## config.mk

```make
export PLATFORM = sky130hd
export DESIGN_NAME = match_score_ctl
export DESIGN_NICKNAME = d
export VERILOG_FILES = /design/src/rtl/match_score_ctl.sv
export SDC_FILE = /design/constraint.sdc
export NUM_CORES = 1
export LEC_CHECK = 0
export ABC_AREA = 1
export BUFFER_PORTS_ARGS = -buffer_cell sky130_fd_sc_hd__buf_2
export CORE_ASPECT_RATIO = 0.9
export CORE_UTILIZATION = 62
export CTS_CLUSTER_DIAMETER = 50
export CTS_CLUSTER_SIZE = 28
export DETAILED_ROUTE_END_ITERATION = 6
export GPL_ROUTABILITY_DRIVEN = 0
export MAX_ROUTING_LAYER = met4
export PLACE_DENSITY_LB_ADDON = 0.3
export SYNTH_ARGS = -nofsm -noshare
export SYNTH_HDL_FRONTEND = slang
export SYNTH_SLANG_ARGS = --single-unit
```

## constraint.sdc

```tcl
create_clock -name clk -period 6.9 [get_ports clk]
set_clock_uncertainty 0.1 [all_clocks]
set_input_delay 2.07 -clock clk [delete_from_list [all_inputs] [get_ports clk]]
set_output_delay 2.07 -clock clk [all_outputs]
set_load 0.01 [all_outputs]
```

## src/rtl/match_score_ctl.sv

```systemverilog
// match_score_ctl: penalty-shootout scorekeeper that decides the match outcome for MULTI and SOLO play.
// Optional build macro SUDDEN_DEATH_EN: a 5/5 tie continues into sudden death instead of counting as a loss.
package game_pkg;
    typedef enum logic [2:0] {START, KEEPER, SHOOTER, WINNER, LOSER} g_state;
endpackage

module match_score_ctl
    import game_pkg::*;
(
    input  logic       clk,
    input  logic       rst,
    input  g_state     game_state,
    input  logic       solo_mode,
    input  logic       round_done,
    input  logic       goal,
    output logic       match_end,
    output logic       match_result,
    output logic       end_gk,
    output logic       end_sh,
    output logic [3:0] score_player,
    output logic [3:0] score_enemy,
    output logic [3:0] kicks_player,
    output logic [3:0] kicks_enemy
);
    typedef enum logic [1:0] {IDLE, PLAY, EVAL, DONE} state_t;

    state_t state, state_n;
    logic solo, last_gk, take_gk, take_sh, decided, win;
    logic reg_win, reg_loss, tie5, tie15, sd;
    logic [5:0] sp, se, kp, ke;

    // Widened copies so the "remaining kicks" sums cannot wrap
    assign sp = {2'b0, score_player};
    assign se = {2'b0, score_enemy};
    assign kp = {2'b0, kicks_player};
    assign ke = {2'b0, kicks_enemy};

    always_comb begin
        take_gk  = state == PLAY && round_done && game_state == KEEPER;
        take_sh  = state == PLAY && round_done && game_state == SHOOTER;
        reg_win  = kp <= 6'd5 && ke <= 6'd5 && sp > se + 6'd5 - ke;
        reg_loss = kp <= 6'd5 && ke <= 6'd5 && se > sp + 6'd5 - kp;
        tie5     = kp == 6'd5 && ke == 6'd5 && sp == se;
        tie15    = kp == 6'd15 && ke == 6'd15 && sp == se;
        sd       = kp == ke && kp > 6'd5 && sp != se;
`ifdef SUDDEN_DEATH_EN
        decided  = solo ? (se >= 6'd3 || ke >= se + 6'd3) : (reg_win || reg_loss || sd || tie15);
        win      = solo ? se < 6'd3 : (reg_win || (sd && sp > se));
`else
        decided  = solo ? (se >= 6'd3 || ke >= se + 6'd3) : (reg_win || reg_loss || tie5 || tie15);
        win      = solo ? se < 6'd3 : reg_win;
`endif
        state_n  = state;
        case (state)
            IDLE:    state_n = (game_state == KEEPER || game_state == SHOOTER) ? PLAY : IDLE;
            PLAY:    state_n = (take_gk || take_sh) ? EVAL : PLAY;
            EVAL:    state_n = decided ? DONE : PLAY;
            default: state_n = DONE;
        endcase
    end

    always_ff @(posedge clk) begin
        if (rst || game_state == START) begin
            state        <= IDLE;
            solo         <= 1'b0;
            last_gk      <= 1'b0;
            match_end    <= 1'b0;
            match_result <= 1'b0;
            end_gk       <= 1'b0;
            end_sh       <= 1'b0;
            score_player <= '0;
            score_enemy  <= '0;
            kicks_player <= '0;
            kicks_enemy  <= '0;
        end else begin
            state  <= state_n;
            end_gk <= 1'b0;
            end_sh <= 1'b0;
            if (state == IDLE && state_n == PLAY)
                solo <= solo_mode;
            if (take_gk) begin
                kicks_enemy <= kicks_enemy + {3'b0, kicks_enemy != 4'd15};
                score_enemy <= score_enemy + {3'b0, goal && score_enemy != 4'd15};
                last_gk     <= 1'b1;
            end
            if (take_sh) begin
                kicks_player <= kicks_player + {3'b0, kicks_player != 4'd15};
                score_player <= score_player + {3'b0, goal && score_player != 4'd15};
                last_gk      <= 1'b0;
            end
            if (state == EVAL) begin
                match_end    <= decided;
                match_result <= decided && win;
                end_gk       <= !decided && last_gk;
                end_sh       <= !decided && !last_gk;
            end
        end
    end
endmodule

```

**After elaboration in Yosys (flattened, before gate mapping)**

Index checks and enable logic that the tools add are counted.

- Register bits: 24
- Input bits: 8
- Word-level logic and storage cells: 77

- $add $sub $neg: 9
- Order comparisons: 7
- Equal/unequal tests: 14
- Multiplexer cells: 6
- Bitwise gates (word level): 1
- Reductions and logical operators: 29

Operators by type and width:

| cell | count |
|---|---|
| adder 4 x 1 -> 4 bit | 4 |
| logical AND 1 bit | 16 |
| != test 4 bit (second input constant) | 4 |
| greater-than comparator 4 x 6 -> 1 bit | 2 |
| subtractor 5 x 4 -> 6 bit | 2 |
| adder 4 x 3 -> 5 bit (second input constant) | 2 |
| equality test 4 x 3 -> 1 bit (second input constant) | 2 |
| equality test 4 bit (second input constant) | 2 |
| less-or-equal comparator 4 x 3 -> 1 bit (second input constant) | 2 |
| logical OR 1 bit | 7 |
| case mux 2 bit (3 select lines) | 1 |
| adder 4 x 2 -> 5 bit (second input constant) | 1 |
| >= comparator 4 x 5 -> 1 bit | 1 |
| equality test 2 x 1 -> 1 bit (second input constant) | 2 |
| equality test 4 bit | 1 |
| >= comparator 4 x 2 -> 1 bit (second input constant) | 1 |
| < comparator 4 x 2 -> 1 bit (second input constant) | 1 |
| 2-to-1 mux 2 bit | 2 |
| OR reduction 2 bit | 2 |
| equality test 3 x 1 -> 1 bit (second input constant) | 1 |
| equality test 3 x 2 -> 1 bit (second input constant) | 1 |
| logical NOT 3 bit | 1 |
| 2-to-1 mux 1 bit | 3 |
| equality test 2 bit (second input constant) | 1 |
| other kinds (3) | 4 |

**Longest topological paths before layout**

Gate-level depths: netlist of run 1.

- Depth in word-level cells: 12
- Gate-level depth with buffers: 19
- Mapped depth without buffers: 19

**Worst setup path after synthesis of run 1**

OpenSTA, ideal clock, no wires.

- Path kind: input to register
- Start point: input game_state[1]
- End point: register score_enemy[3]
- Setup time: 0.120 ns
- Arrival time: 2.812 ns
- Required time: 6.680 ns
- Path slack: 3.868 ns
- Stages on the path: 6
- Buffers on the path: 0
- Cell sequence: nor3_1 > inv_1 > nor2_4 > nand4_1 > o21ai_0 > a21oi_1

- Word-level cells in the longest chain between the ends: 2
- Elaborated cells on any way between the ends: 4
- Classes of those cells: 1 x eq/ne; 3 x reduce/logical

RTL lines:

| element | line | RTL |
|---|---|---|
| start: declaration | 12 | `input g_state game_state,` |
| equality test 3 x 1 -> 1 bit / logical NOT 3 bit (equally long branches) | 39, 63 |  |
| logical AND 1 bit / logical OR 1 bit (equally long branches) | 39, 63 |  |
| end signal: assignment | 83 | `score_enemy <= score_enemy + {3'b0, goal && score_enemy != 4'd15};` |
| end: declaration | 21 | `output logic [3:0] score_enemy,` |

Several ways; a longest one is shown, not always the timed one.
A chain may end at the register's enable or synchronous reset.

**Worst setup path after layout of run 1**

- Start point: input game_state[2]
- End point: register kicks_enemy[3]

- Word-level cells in the longest chain between the ends: 2
- Elaborated cells on any way between the ends: 4
- Classes of those cells: 1 x eq/ne; 3 x reduce/logical

RTL lines:

| element | line | RTL |
|---|---|---|
| equality test 3 x 1 -> 1 bit / logical NOT 3 bit (equally long branches) | 39, 63 |  |
| logical AND 1 bit / logical OR 1 bit (equally long branches) | 39, 63 |  |
| end signal: assignment | 82 | `kicks_enemy <= kicks_enemy + {3'b0, kicks_enemy != 4'd15};` |
| end: declaration | 23 | `output logic [3:0] kicks_enemy` |

Several ways; a longest one is shown, not always the timed one.

==> impl_metrics.tcl, run 1 <==
set metrics [dict create \
    status "finished clean" \
    crit_path_start_kind "input port" \
    endpoint_kind "register" \
    crit_chain "buf_2 > nor3_1 > nor2_1 > inv_1 > nor3_1" \
    crit_required_ps 6980 \
    cts_htree_levels 1 \
    crit_type "in -> reg" \
    io_buffers 27 \
    grt_pass1_vias 1779 \
    clock_path_buffers 2 \
    placed_area_sq_mm 0.002228 \
    synthesis.nets 333 \
    rows 19 \
    antenna_found_initial 0 \
    cp-startpoint "game_state[2]" \
    hpwl_mm 3.638 \
    synth_area_leaders "dfxtp_1 (23%), ha_1 (22%), inv_1 (9.8%), nand2_1 (8.2%), a21oi_1 (5.8%)" \
    max_stage_delay_ps 780 \
    seq_area_frac_synth_pct 23.34 \
    tritoncts "done" \
    numCtsBuffers 3 \
    cp_slowest_cell "nor2_1" \
    vdd_drop_max_uv 142.2 \
    final_antenna_net_count 0 \
    p_per_area_mw_per_mm2 108.0 \
    ys_warn_count 0 \
    io_pins 28 \
    hp-start "last_gk$_SDFFE_PP0P_" \
    clock-root-buffer "clkbuf_8" \
    syn_to_final_growth_pct 10.27 \
    hp-class "reg -> reg" \
    synth_edf_count 0 \
    overflow 0 \
    netlist_area_sq_mm 0.002058 \
    min_period_ps 3468 \
    power_leakage_nw 1.191 \
    drive_above_1_share_pct 12.50 \
    crit_fanout 20 \
    clock.fmax_mhz 288.4 \
    maxSlewHeadroom_pct 29.98 \
    drt_first_pass_iters 4 \
    clk_pin_slew_ps 80 \
    grt_pass1_wl_mm 7.617 \
    fin_nets 362 \
    slew_violations 0 \
    grt_max_degree 21 \
    fin_area_sq_mm 0.002270 \
    die_y_um 56.66 \
    yosysTopAreaCell "dfxtp_1" \
    regArea_sq_um 480.5 \
    netlist_top_cells_count "inv_1 (54), nand2_1 (45), ha_1 (36)" \
    die_w_um 62.74 \
    ys.flop_type "dfxtp_1" \
    async_reset_ff_share_pct 0 \
    syn_avg_cell_area_sq_um 7.222 \
    fin_tns_setup_ps 0 \
    core_region_area_sq_mm 0.003114 \
    power_mw 0.2451 \
    synth_top_area_share_pct 23.34 \
    initial_core_util_pct 66.09 \
    hold_buffers 0 \
    arrival_ps 3550 \
    die_area_sq_mm 0.003555 \
    r2r-start "score_enemy[1]$_SDFFE_PP0P_" \
    multi_input_area_sq_mm 0.001354 \
    post-route-period-util_pct 50.26 \
    cts_resized 0 \
    post-synth-top-count-cell "inv_1" \
    wire_per_inst_um 12.71 \
    drv_cap 0 \
    ys_seq_elements 24 \
    setup_viol 0 \
    postCtsSetupRepairBufs 0 \
    grtUsageTotal_pct 28.23 \
    routed_wl_mm 4.499 \
    crit_top_cell "nor3_1" \
    clock_latency_ps 260 \
    yosys.cell_types.count 30 \
    clock_sinks 24 \
    n_antenna_cell 0 \
    rsz0062_at_grt "false" \
    synthCells 285 \
    n_fill_cell 272 \
    vias 1896 \
    worst_pin_slew_ps 1047 \
    drtIter0Drc 71 \
    hold_viol_final 0 \
    vias_per_cell 5.356 \
    drt_drc_violations_left 0 \
]
-- report_power, final --
| part | switching [mW] | total, mW | internal, mW |
|---|---|---|---|
| clock | 0.0424 | 0.0814 | 0.0390 |
| combinational | 0.0138 | 0.0218 | 0.00800 |
| sequential | 0.00194 | 0.142 | 0.140 |
-- cell type report --
type	instances	share of cell area, %
multi-input cells	203	59.65
flip-flops and latches	24	21.17
well taps	42	2.315
clock buffers	3	1.819
repair buffers	27	5.954
inverters	55	9.096
-- layout by cell type (no fill, tap or decap), drive strengths merged --
cell type  instances
xnor2              2
xor2               6
o21ai             19
dfxtp             24
nand3b             2
a211oi             1
a21oi             24
nand4              8
o21bai             2
clkbuf             3
nand3             12
o31ai              1
nor4               1
o21a               1
and3               1
fa                 4
ha                36
inv               55
nor2              29
nor3               7
buf               27
a31oi              1
nand2             46
-- cell families (layout without fill, tap and decap cells) --
group,count (synthesis),after routing,synth area share (%)
AO/OA/AOI/OAI,49,49,12.58
AND/OR/NAND/NOR,106,106,24.01
XOR/XNOR,8,8,3.404
flip-flops,24,24,23.34
adder cells (fa/ha/maj),40,40,25.78
buffers and inverters,58,85,10.88
-- layer usage --
| layer | vias to the layer above | part of all wire [%] | GRT usage, % |
|---|---|---|---|
| li1 | 982 | - | - |
| met1 | 867 | 46 | 34.26 |
| met2 | 41 | 48 | 48.45 |
| met3 | 6 | 4.1 | 4.065 |
| met4 | 0 | 1.2 | 8.638 |
| met5 | - | 0 | - |
-- sequential cells by signal, summed over array words and instances (netlist names) --
name          cells
kicks_enemy       4
kicks_player      4
score_enemy       4
score_player      4
state             2
end_gk            1
end_sh            1
last_gk           1
match_end         1
match_result      1
solo              1
-- path summary, 6_finish.rpt --
path / end / slack [ps] / depth (start not counted)
worst max-delay path: kicks_enemy[3]$_SDFFE_PP0P_ / 3430 / 5
worst min-delay path: end_sh$_SDFF_PP0_ / 360 / 1
worst max register to register: state[1]$_SDFF_PP0_ / 3610 / 17
worst min register to register: end_sh$_SDFF_PP0_ / 360 / 1
-- worst max-delay path, delay by kind of cell --
family	cells	cell delay (ps)
AND/OR/NAND/NOR	3	1090
buffers and inverters	2	390
-- through the flow --
step | utilization, % | hold slack (ps) | setup slack (ps) | std cells
after global placement | 71.55 | 353.6 | 3262 | 351
after global routing | 72.88 | 381.1 | 3217 | 354
final | 72.88 | 362.4 | 3432 | 354
after floorplan | - | 313.7 | 3868 | 285
after detailed placement | 71.55 | 343.5 | 3204 | 351
after CTS | 72.88 | 364.6 | 3475 | 354
Power figures use the tool's default switching activity.
==> run 2, diff against run 1 <==
--- a/config.mk
+++ b/config.mk
@@ -8,7 +8,7 @@
 export ABC_AREA = 1
 export BUFFER_PORTS_ARGS = -buffer_cell sky130_fd_sc_hd__buf_2
 export CORE_ASPECT_RATIO = 0.9
-export CORE_UTILIZATION = 62
+export CORE_UTILIZATION = 52
 export CTS_CLUSTER_DIAMETER = 50
 export CTS_CLUSTER_SIZE = 28
 export DETAILED_ROUTE_END_ITERATION = 6
==> constraint.sdc (replaced) <==
create_clock -name clk -period 2.9 [get_ports clk]
set_clock_uncertainty 0.1 [all_clocks]
set_input_delay 0.87 -clock clk [delete_from_list [all_inputs] [get_ports clk]]
set_output_delay 0.87 -clock clk [all_outputs]
set_load 0.01 [all_outputs]
==> impl_metrics.tcl, run 2 (synthesis gave the netlist of run 1 again) <==
set metrics [dict create \
    endpoint_kind "register" \
    n_antenna_cell 0 \
    io_buffers 27 \
    cp_slowest_cell "fa_2" \
    initial_core_util_pct 54.78 \
    dp_cells 371 \
    hp-class "reg -> reg" \
    r2r-start "score_enemy[1]$_SDFFE_PP0P_" \
    arrival_ps 2820 \
    crit_type "reg -> reg" \
    n_fill_cell 342 \
    drive_above_1_share_pct 22.49 \
    most-common-layout-cells "inv_1 (53), nand2_1 (44), ha_1 (31), buf_2 (27), nor2_1 (24)" \
    syn_to_final_growth_pct 21.58 \
    drtIter0Drc 108 \
    status "finished clean" \
    crit_fanout 4 \
    vias 2014 \
    clock-root-buffer "clkbuf_8" \
    numCtsBuffers 3 \
    clock_latency_ps 270 \
    grt_pass1_wl_mm 8.059 \
    worst_pin_slew_ps 363.3 \
    hp-start "last_gk$_SDFFE_PP0P_" \
    post-route-period-util_pct 94.76 \
    maxSlewHeadroom_pct 75.69 \
    clk_pin_slew_ps 90 \
    grtUsageTotal_pct 26.85 \
    setup_viol 0 \
    regArea_sq_um 484.2 \
    dp_slack_ps 78.83 \
    die_w_um 68.32 \
    hold_viol_final 0 \
    crit_chain "inv_2 > ha_4 > inv_1 > ha_2 > fa_2 > xnor2_2 > ha_1 > nand2_1 > nand2_1 > a21oi_2 > nor2_2 > a21oi_2 > nand2_2 > nand3_2 > nand3_1 > nand2_1 > inv_1" \
    tritoncts "done" \
    hold_depth 1 \
    cts_htree_levels 1 \
    routed_wl_mm 5.052 \
    overflow 0 \
    vdd_drop_max_uv 253.4 \
    crit_top_cell "nand2_1" \
    max_stage_delay_ps 390 \
    antenna_found_initial 0 \
    grt_pass1_vias 1835 \
    holdPathEnd "end_sh$_SDFF_PP0_" \
    drv_cap 0 \
    clock.fmax_mhz 363.9 \
    power_leakage_nw 1.283 \
    drt_drc_violations_left 0 \
    die_y_um 61.69 \
    p_per_area_mw_per_mm2 277.2 \
    clock_sinks 24 \
    multi_input_area_sq_mm 0.001428 \
    crit_path_start_kind "register" \
    min_period_ps 2748 \
    hpwl_mm 3.886 \
    postCtsSetupRepairBufs 0 \
    core_region_area_sq_mm 0.003757 \
    grt_max_degree 21 \
    crit_required_ps 2970 \
    rrSetupSlack_ps 150 \
    slew_violations 0 \
    fin_tns_setup_ps 0 \
    wire_per_inst_um 13.47 \
    die_area_sq_mm 0.004214 \
    path_delay_family "adder cells" \
    regToRegEndpoint "state[1]$_SDFF_PP0_" \
    final_util_pct 66.60 \
    fin_cells 375 \
    critPathBufInv 3 \
    rows 21 \
    clock_path_buffers 2 \
    setup_ws_ps 151.8 \
    io_pins 28 \
    power_mw 0.6936 \
    layout_commonest_cell "inv_1" \
    vias_per_cell 5.371 \
    hold_ws_ps 359.8 \
    placed_area_sq_mm 0.002354 \
    final_antenna_net_count 0 \
    fin_area_sq_mm 0.002502 \
    fin_nets 378 \
    drt_first_pass_iters 4 \
    ff2ff_path_depth 17 \
]
==> run 2: where the power goes <==
part	internal [mW]	switching, mW	total [mW]
Combinational	0.0218	0.0362	0.0579
Sequential	0.333	0.00341	0.336
Clock	0.185	0.115	0.299
Total	0.539	0.154	0.694
==> run 2: cell type report <==
type                            instances  share of cell area, %
Multi-Input combinational cell        203                  57.05
Inverter                               55                  8.250
Tap cell                               46                  2.300
Clock buffer                            3                  1.650
Sequential cell                        24                  19.35
Clock inverter                          1                  1.200
Timing Repair Buffer                   43                  10.20
==> run 2: worst max path at each step <==
stage	startpoint	to	depth (start not counted)
4_1_cts	score_enemy[1]$_SDFFE_PP0P_	state[1]$_SDFF_PP0_	17
2_1_floorplan	score_enemy[1]$_SDFFE_PP0P_	state[1]$_SDFF_PP0_	17
3_3_place_gp	score_enemy[1]$_SDFFE_PP0P_	state[1]$_SDFF_PP0_	17
5_1_grt	score_enemy[1]$_SDFFE_PP0P_	match_result$_SDFFE_PP0P_	14
6_report	score_enemy[1]$_SDFFE_PP0P_	state[1]$_SDFF_PP0_	17
3_5_place_dp	score_enemy[1]$_SDFFE_PP0P_	state[1]$_SDFF_PP0_	17
==> run 2: what timing repair did <==
| item | in CTS | in global routing |
|---|---|---|
| resized for setup | 0 | 18 |
| hold buffers | 0 | 0 |
| setup endpoints to repair | 0 | 5 |
==> run 2: layer usage <==
layer	wire length (um)	track usage [%]	share of wire (%)	vias to the layer above
li1	-	-	-	1016
met1	2197	32.10	43	918
met2	2420	45.80	48	63
met3	306	5.000	6.1	17
met4	128	7.738	2.5	0
met5	0	-	0	-
==> run 3, diff against run 2 <==
--- a/config.mk
+++ b/config.mk
@@ -8,7 +8,8 @@
 export ABC_AREA = 1
 export BUFFER_PORTS_ARGS = -buffer_cell sky130_fd_sc_hd__buf_2
 export CORE_ASPECT_RATIO = 0.9
-export CORE_UTILIZATION = 52
+export CORE_UTILIZATION = 54
+export CTS_BUF_LIST = sky130_fd_sc_hd__clkbuf_4
 export CTS_CLUSTER_DIAMETER = 50
 export CTS_CLUSTER_SIZE = 28
 export DETAILED_ROUTE_END_ITERATION = 6
==> impl_metrics.tcl, run 3 (synthesis gave the netlist of run 1 again) <==
set metrics [dict create \
    clock_path_buffers 2 \
    vias 2017 \
    io_buffers 27 \
    core_region_area_sq_mm 0.003503 \
    grt_max_degree 21 \
    clk_pin_slew_ps 160 \
    clock_latency_ps 340 \
    power_leakage_nw 1.268 \
    clock.fmax_mhz 355.7 \
    cts_htree_levels 1 \
    clock_sinks 24 \
    maxSlewHeadroom_pct 19.88 \
    drt_first_pass_iters 4 \
    hp-class "reg -> reg" \
    vias_per_cell 5.393 \
    layout_commonest_cell "inv_1" \
    crit_fanout 4 \
    most-common-layout-cells "inv_1 (48), nand2_1 (42), ha_1 (31), buf_2 (27), nor2_1 (25)" \
    rsz0062_at_grt "true" \
    drt_drc_violations_left 0 \
    worst_pin_slew_ps 1197 \
    hold_viol_final 0 \
    arrival_ps 2940 \
    slew_violations 0 \
    fin_nets 379 \
    hpwl_mm 3.958 \
    p_per_area_mw_per_mm2 224.2 \
    min_period_ps 2811 \
    numCtsBuffers 3 \
    crit_required_ps 3030 \
    rows 20 \
    antenna_found_initial 0 \
    grt_pass1_vias 1808 \
    tritoncts "done" \
    vdd_drop_max_uv 212.4 \
    drive_above_1_share_pct 25.76 \
    routed_wl_mm 5.174 \
    clock-root-buffer "clkbuf_4" \
    wire_per_inst_um 13.83 \
    n_antenna_cell 0 \
    grt_pass1_wl_mm 7.955 \
    setup_viol 0 \
    overflow 0 \
    endpoint_kind "register" \
    initial_core_util_pct 58.75 \
    crit_path_start_kind "register" \
    die_w_um 67.08 \
    grtUsageTotal_pct 27.34 \
    n_fill_cell 300 \
    fin_tns_setup_ps 0 \
    io_pins 28 \
    die_area_sq_mm 0.004063 \
    drv_cap 0 \
    power_mw 0.5556 \
    drtIter0Drc 120 \
    syn_to_final_growth_pct 20.43 \
    die_y_um 60.57 \
    status "finished clean" \
    post-route-period-util_pct 96.95 \
    crit_type "reg -> reg" \
    multi_input_area_sq_mm 0.001441 \
    hold_buffers 0 \
    final_antenna_net_count 0 \
    regArea_sq_um 486.7 \
]
run 3: changes by cell type in the layout (fill, tap and decap cells not counted), moves of 3 or more:
cell and delta:
clkbuf_4 +3, clkbuf_8 -3, inv_2 +5, inv_1 -5
run 3: worst max-delay path, stage by stage (launching register included):
cell     delay (ps)
dfxtp_2         360
inv_2            50
ha_4            260
inv_2            40
ha_4            150
fa_2            400
xnor2_2         150
ha_1            340
nand2_2         100
inv_2            30
nand2_2          50
nand2_2          40
nand3_2          60
nor2_1           40
nor2_1          150
nand2_2         100
nand3_2          80
nand3_2          70
nand2_1          60
inv_1            40
run 3: final cells by class:
cell class                      instances  share of cell area, %
Multi-Input combinational cell        203                  58.15
Inverter                               55                  8.329
Timing Repair Buffer                   44                  10.60
Sequential cell                        24                  19.64
Tap cell                               44                  2.221
Clock buffer                            3                 0.9086
Clock inverter                          1                 0.1514
run 3: where the power goes:
part | internal, mW | total (mW) | switching (mW)
clock | 0.0505 | 0.161 | 0.111
sequential | 0.333 | 0.336 | 0.00292
combinational | 0.0219 | 0.0581 | 0.0361
total | 0.406 | 0.556 | 0.150
run 3: layer usage:
layer	up-vias	global-route usage, %	wire [um]
li1	1019	-	-
met4	0	11.85	153
met2	83	44.71	2474
met5	-	-	0
met1	897	32.61	2224
met3	18	5.451	323
run 3: final timing paths:
| path | startpoint | to | slack [ps] | cells past startpoint |
|---|---|---|---|---|
| hold / removal | last_gk$_SDFFE_PP0P_ | end_sh$_SDFF_PP0_ | 350 | 1 |
| setup / recovery | score_player[1]$_SDFFE_PP0P_ | state[1]$_SDFF_PP0_ | 90 | 19 |
| hold reg to reg | last_gk$_SDFFE_PP0P_ | end_sh$_SDFF_PP0_ | 350 | 1 |
| setup reg to reg | score_player[1]$_SDFFE_PP0P_ | state[1]$_SDFF_PP0_ | 90 | 19 |
run 3: metrics by stage:
stage | cells | utilization (%) | setup slack [ps] | area [sq um] | hold WS (ps)
global placement | 367 | 66.68 | 176.5 | 2336 | 338.9
floorplan | 285 | - | 39.88 | 2058 | 313.7
detailed placement | 367 | 66.68 | 71.42 | 2336 | 349.2
finish | 374 | 70.75 | 88.51 | 2479 | 354.5
CTS | 371 | 67.43 | 38.86 | 2362 | 347.4
global route | 374 | 70.75 | -49.39 | 2479 | 370.8
run 3: repair_timing:
action	CTS	global route
buffers inserted	0	3
resized for setup	0	30
endpoints found under the setup margin	0	5
